### config.mk
export PLATFORM = sky130hd
export DESIGN_NAME = regfile_wb_arbiter
export DESIGN_NICKNAME = d
export VERILOG_FILES = /design/src/rtl/regfile_wb_arbiter.sv
export SDC_FILE = /design/constraint.sdc
export NUM_CORES = 1
export LEC_CHECK = 0
export CAP_MARGIN = 0
export CELL_PAD_IN_SITES_DETAIL_PLACEMENT = 0
export CELL_PAD_IN_SITES_GLOBAL_PLACEMENT = 2
export CORE_AREA = 8 8 414 416
export CTS_BUF_LIST = sky130_fd_sc_hd__clkbuf_4 sky130_fd_sc_hd__clkbuf_8
export DETAILED_ROUTE_END_ITERATION = 10
export DIE_AREA = 0 0 422 424
export PLACE_DENSITY_LB_ADDON = 0.3
export SETUP_SLACK_MARGIN = 0.02
export SYNTH_ARGS = -nofsm -noshare
export SYNTH_HDL_FRONTEND = slang
export SYNTH_SLANG_ARGS = --single-unit
### constraint.sdc
create_clock -name clk -period 14.2 [get_ports clk]
set_input_delay 3.55 -clock clk [delete_from_list [all_inputs] [get_ports clk]]
set_output_delay 3.55 -clock clk [all_outputs]
set_load 0.02 [all_outputs]
### src/rtl/regfile_wb_arbiter.sv
// Round-robin arbiter for the register-file write port, with a per-register busy
// scoreboard that flags RAW hazards on the two read addresses.
module regfile_wb_arbiter #(
  parameter int unsigned N_SRC     = 3,
  parameter int unsigned NUM_REGS  = 8,
  parameter int unsigned REG_WIDTH = 256
) (
  input  logic                         clk,
  input  logic                         rst,
  input  logic [N_SRC-1:0]             src_valid,
  output logic [N_SRC-1:0]             src_ready,
  input  logic [N_SRC*5-1:0]           src_addr,
  input  logic [N_SRC*REG_WIDTH-1:0]   src_data,
  input  logic                         rsv_valid,
  input  logic [4:0]                   rsv_addr,
  output logic                         rsv_ready,
  input  logic [4:0]                   chk_a1,
  input  logic [4:0]                   chk_a2,
  output logic                         hazard,
  output logic                         we3,
  output logic [4:0]                   a3,
  output logic [REG_WIDTH-1:0]         wd3,
  output logic [NUM_REGS-1:0]          busy_vec
);

  localparam int unsigned PTR_W  = (N_SRC > 1) ? $clog2(N_SRC) : 1;
  localparam int unsigned ADDR_W = 5;

  logic [PTR_W-1:0]     rr_ptr;
  logic [PTR_W-1:0]     gnt_idx;
  logic [PTR_W-1:0]     next_ptr;
  logic [N_SRC-1:0]     grant;
  logic                 found;
  logic                 xfer;
  logic [ADDR_W-1:0]    sel_addr;
  logic [REG_WIDTH-1:0] sel_data;
  logic                 sel_in_range;
  logic [NUM_REGS-1:0]  busy;
  logic [NUM_REGS-1:0]  busy_next;
  logic                 rsv_busy;
  logic                 haz_a1;
  logic                 haz_a2;

  // First valid source at or after rr_ptr (modulo N_SRC) wins
  always_comb begin
    grant   = '0;
    gnt_idx = '0;
    found   = 1'b0;
    for (int k = 0; k < int'(N_SRC); k++) begin
      for (int i = 0; i < int'(N_SRC); i++) begin
        if (!found && src_valid[i] && (((int'(rr_ptr) + k) % int'(N_SRC)) == i)) begin
          found      = 1'b1;
          grant[i]   = 1'b1;
          gnt_idx    = PTR_W'(i);
        end
      end
    end
    if (rst) begin
      grant = '0;
    end
  end

  assign src_ready = grant;
  assign xfer      = |grant;
  assign next_ptr  = (gnt_idx == PTR_W'(N_SRC - 1)) ? '0 : PTR_W'(gnt_idx + PTR_W'(1));

  // Route the granted source onto the write port
  always_comb begin
    sel_addr = '0;
    sel_data = '0;
    for (int i = 0; i < int'(N_SRC); i++) begin
      if (grant[i]) begin
        sel_addr = src_addr[ADDR_W*i +: ADDR_W];
        sel_data = src_data[REG_WIDTH*i +: REG_WIDTH];
      end
    end
  end

  assign sel_in_range = 32'(sel_addr) < NUM_REGS;

  // Scoreboard lookups; addresses beyond NUM_REGS match no entry and read as idle
  always_comb begin
    rsv_busy = 1'b0;
    haz_a1   = 1'b0;
    haz_a2   = 1'b0;
    for (int r = 0; r < int'(NUM_REGS); r++) begin
      if (rsv_addr == 5'(r)) rsv_busy = busy[r];
      if (chk_a1 == 5'(r))   haz_a1   = busy[r];
      if (chk_a2 == 5'(r))   haz_a2   = busy[r];
    end
  end

  assign rsv_ready = !rst && !rsv_busy && (32'(rsv_addr) < NUM_REGS);
  assign hazard    = haz_a1 | haz_a2;

  // Release by writeback first so a same-edge reservation of that register wins
  always_comb begin
    busy_next = busy;
    for (int r = 0; r < int'(NUM_REGS); r++) begin
      if (xfer && sel_addr == 5'(r))                      busy_next[r] = 1'b0;
      if (rsv_valid && rsv_ready && rsv_addr == 5'(r))    busy_next[r] = 1'b1;
    end
  end

  always_ff @(posedge clk or posedge rst) begin
    if (rst) begin
      we3    <= 1'b0;
      a3     <= '0;
      wd3    <= '0;
      rr_ptr <= '0;
      busy   <= '0;
    end else begin
      we3  <= xfer && sel_in_range;
      busy <= busy_next;
      if (xfer) begin
        a3     <= sel_addr;
        wd3    <= sel_data;
        rr_ptr <= next_ptr;
      end
    end
  end

  assign busy_vec = busy;

endmodule

# After elaboration in Yosys (flattened, before gate mapping)
# Cells that the tools add are included.
classes:
  mux: 72
  addsub: 3
  n_reduce_logical: 63
  bitwise: 1
  magnitude_cmp: 2
  eq_ne: 35
  n_div: 3
op_table:
  columns: ["operator", "n"]
  rows:
  - ["2-to-1 mux 256 bit", 3]
  - ["== test 32 x 2 -> 1 bit, second input constant", 3]
  - ["== test 32 x 3 -> 1 bit, second input constant", 3]
  - ["zero test 32 bit", 3]
  - ["== test 5 x 3 -> 1 bit, second input constant", 16]
  - ["remainder unit 32 x 3 -> 32 bit, second input constant", 2]
  - ["2-to-1 mux 1 bit", 57]
  - ["== test 5 x 2 -> 1 bit, second input constant", 8]
  - ["logical AND 1 bit", 37]
  - ["remainder unit 3 x 3 -> 32 bit, second input constant", 1]
  - ["== test 5 x 1 -> 1 bit, second input constant", 4]
  - ["zero test 5 bit", 4]
  - ["2-to-1 mux 2 bit", 8]
  - ["nonzero test 2 bit", 8]
  - ["2-to-1 mux 5 bit", 3]
  - ["zero test 1 bit", 10]
  - ["< comparator 5 x 4 -> 1 bit, second input constant", 2]
  - ["adder 2 x 1 -> 3 bit, second input constant", 1]
  - ["adder 2 x 2 -> 3 bit, second input constant", 1]
  - ["2-to-1 mux 3 bit", 1]
  - ["OR reduction 3 bit", 1]
  - ["adder 2 x 1 -> 2 bit, second input constant", 1]
  - ["== test 2 bit, second input constant", 1]
  - ["OR 1 bit", 1]
totals:
  regBits: 272
  out_inout_bits: 275
  elab_cells: 191

# Depth between registers and ports, before layout
depth:
  ltp_word: 44
  mapped_depth: 9
  ltp_nobuf: 9

# Least setup slack after synthesis
# No wires, ideal clock.
synth_path:
  kind: "input -> register"
  startpoint: "in rst"
  endpoint: "reg wd3[0]"
  t_arrival_ps: 11106
  cell_stages: 6
  setup_slack_ps: 2968
  path_buffers: 3
  cell_sequence: "clkbuf_1 -> inv_1 -> o31ai_2 -> clkbuf_1 -> buf_1 -> a221o_1"
synth_via:
  elab_chain_cells: 4
synth_rtl:
  columns: ["element", "line_no", "rtl"]
  rows:
  - ["start, declared", "9", "input logic rst,"]
  - ["2-to-1 mux 3 bit (*)", "58", "if (rst) begin"]
  - ["2-to-1 mux 256 bit (3 in series)", "72", "if (grant[i]) begin"]
  - ["end signal, assigned", "117", "wd3 <= sel_data;"]
  - ["end, declared", "22", "output logic [REG_WIDTH-1:0] wd3,"]
# Every way passes the cells marked *; elsewhere a longest branch is shown, timed or not.
# A chain may end at the register's enable or synchronous reset.

# Worst setup path after layout
layout_path:
  startpoint: "in rsv_addr[0]"
  endpoint: "out rsv_ready"
layout_via:
  elab_chain_cells: 12
layout_rtl:
  columns: ["element", "line_no", "rtl"]
  rows:
  - ["start, declared", "15", "input logic [4:0] rsv_addr,"]
  - ["zero test 5 bit", "87", "if (rsv_addr == 5'(r)) rsv_busy = busy[r];"]
  - ["2-to-1 mux 1 bit (8 in series)", "87", null]
  - ["zero test 1 bit", "93", "assign rsv_ready = !rst && !rsv_busy && (32'(rsv_addr) < NUM_REGS);"]
  - ["logical AND 1 bit", "93", null]
  - ["logical AND 1 bit (*)", "93", null]
  - ["end, declared", "16", "output logic rsv_ready,"]
# Marks and branches as above.

==> impl_metrics.py <==
metrics = {
    "worst_setup_path": {
        "worstSetupPathType": "in -> out",
        "cp.arrival_ns": 5.83,
        "reg2reg_slack_ns": 10.07,
        "cp_cell_sequence": "clkdlybuf4s50_1 -> mux2_2 -> o311ai_0 -> nor2b_1 -> clkdlybuf4s50_1",
        "crit_path_frequent_cell": "clkdlybuf4s50_1",
        "slowest_stage": "clkdlybuf4s50_1",
        "worst-path-buf-inv": 2,
        "end_kind": "output port",
        "cp-start-kind": "input pin",
        "worstReg2RegStart": "rr_ptr[0]",
        "cp.required_ns": 10.65,
        "critPathMaxFanout": 7,
        "worstRegToRegCells": 10,
        "cp.depth": 5,
        "crit_family": "buffers and inverters",
        "regToRegEndpoint": "wd3[18]",
        "critical-path-max-stage-delay_ns": 0.65,
    },
    "hold_path": {
        "min_path_cells": 1,
        "hold_path_end": "a3[1]",
        "hp-class": "reg -> reg",
        "worstHoldStart": "a3[1]",
    },
    "layout": {
        "final_cell_mix": "clkdlybuf4s50_1 (1,078), dfrtp_1 (272), a22o_1 (258), a221o_1 (258), clkbuf_8 (83)",
        "synthToLayoutAreaGrowth_pct": 115,
        "layout_commonest_cell": "clkdlybuf4s50_1",
        "finalInstanceArea_sq_um": 27600,
        "fillers": 18300,
        "fin_nets": 2874,
        "multi_input_area_sq_um": 5610,
        "drive_above_1_share": 0.0705,
        "regArea_sq_um": 6810,
    },
    "timing": {
        "setup_viol": 0,
        "finalHoldViolCount": 0,
        "relSlewSlack": 0.206,
        "max_freq_mhz": 107,
        "fin_worst_skew_ns": 0.0466,
        "finalCritPeriodShare": 0.660,
        "hold_slack_ns": 0.474,
        "rsz0062_at_grt": "false",
        "worst_pin_slew_ns": 1.17,
        "maxSlewViolCount": 0,
        "tns_ns": 0,
        "fin_crit_ns": 9.38,
    },
    "clock_tree": {
        "clockBufferDepth": 3,
        "cts-buffers-inserted": 68,
        "cts.clk_slew.worst_paths_ns": 0.05,
        "clk_latency_ns": 0.70,
        "postCtsHoldBufs": 0,
        "htree_levels": 3,
        "cts_tree": "done",
        "clkSinkCount": 272,
        "cts_setup_buffers": 0,
        "cts_resized": 0,
        "cts-root-buf": "clkbuf_8",
    },
    "synthesis": {
        "syn_inst": 1013,
        "synth.distinct_cells": 52,
        "yosysWarnings": 0,
        "synth_area_per_cell_sq_um": 12.7,
        "async_flop_share": 1.00,
        "synth_seq_cells": 272,
        "syn_nets": 1819,
        "synth_area_sq_um": 12900,
        "synth_edf_count": 0,
        "ys_seq_area_frac": 0.529,
        "synth_top_flop_cell": "dfrtp_1",
    },
    "global_route": {
        "grt.total_usage": 0.133,
        "globalRouteOverflowTotal": 0,
        "gr-max-usage-layer": "met2",
        "grt_use_met3": 0.0509,
        "grt_pass1_vias": 16300,
        "met2_usage": 0.233,
        "use_met1": 0.148,
        "grt_pass1_wl_microns": 162000,
        "grt_max_degree": 136,
        "antenna_found_initial": 48,
    },
    "die": {
        "dieArea_sq_um": 179000,
        "core_sq_um": 164000,
        "die_h_microns": 424,
        "rows": 149,
        "die_x_microns": 422,
        "io_pins": 1079,
        "start_util": 0.0783,
    },
    "detailed_routing": {
        "drc": 0,
        "ant_nets": 0,
        "first_pass_iters": 5,
        "routedWlPerCell_microns": 29.3,
        "finalWirelength_microns": 127000,
        "first_iter_violations": 1162,
        "vias_per_cell": 3.53,
        "num_vias": 15300,
    },
    "power_and_ir_drop": {
        "power_density_nw_per_um2": 205,
        "p_leak_uw": 0.0105,
        "worst_ir_drop_vdd_mv": 0.120,
    },
    "flow_run": {
        "cap_violations": 0,
    },
    "run_status": {
        "outcome": "completed",
    },
    "placed_design": {
        "gp_congestion": 0.832,
        "port_buffers": 1078,
        "placed_cell_area_sq_um": 26200,
        "dp_hpwl_microns": 102000,
    },
}
==> logic make-up after synthesis <==
kind of cell / synth area share
flip-flops: 0.529
adder cells (fa/ha/maj): 0.00194
AO/OA/AOI/OAI: 0.403
AND/OR/NAND/NOR: 0.0212
multiplexers: 0.00748
buffers and inverters: 0.0377
==> stage by stage <==
stage               utilization  total power [uW]  instances  setup slack, ns
finish                    0.168              5650       4325             4.82
global route              0.168              5960       4318             4.60
CTS                       0.168              5790       4302             4.80
detailed placement        0.159              4660       4187             4.83
global placement          0.159              4690       4187             4.78
floorplan                     -              2850       1013             2.93
==> synth_stat cells, drive strengths merged, types with 3 or more instances <==
cell type	count	share of area
nand2	17	0.0050
buf	21	0.0080
a22o	258	0.18
mux2i	4	0.0031
o311ai	3	0.0020
inv	8	0.0023
a221o	258	0.20
nand4	3	0.0015
and3	3	0.0015
dfrtp	272	0.53
o21ai	6	0.0023
and2	3	0.0015
nor4b	4	0.0027
clkbuf	94	0.027
nor2	13	0.0038
==> final cells by class <==
cell class | count | area share
Inverter | 8 | 0.00136
Clock inverter | 11 | 0.00317
Tap cell | 2189 | 0.0991
Antenna cell | 23 | 0.00208
Multi-Input combinational cell | 618 | 0.203
Clock buffer | 104 | 0.0470
Sequential cell | 272 | 0.246
Timing Repair Buffer | 1100 | 0.398
==> metal layers <==
layer	up-vias	share of wire
met5	-	0.00055
met4	12	0.027
met3	174	0.081
met2	683	0.51
met1	7832	0.38
li1	6561	-
==> sequential cells by signal, summed over array words and instances, names as in the netlist <==
signal,flops
we3,1
a3,5
wd3,256
rr_ptr,2
busy_vec,8
==> worst max path at each step <==
stage / from / endpoint / slack (ns)
2_1_floorplan: rst / a3[0] / 2.93
3_3_place_gp: rsv_addr[0] / rsv_ready / 4.78
3_5_place_dp: rsv_addr[0] / rsv_ready / 4.83
4_1_cts: rsv_addr[0] / rsv_ready / 4.80
5_1_grt: rsv_addr[0] / rsv_ready / 4.60
6_report: rsv_addr[0] / rsv_ready / 4.82
==> where the power goes <==
| group | switching [uW] | leakage, uW | internal (uW) |
|---|---|---|---|
| clock | 453 | 0.000732 | 582 |
| combinational | 1660 | 0.00643 | 1420 |
| sequential | 356 | 0.00330 | 1170 |
(Power assumes the default switching activity.)
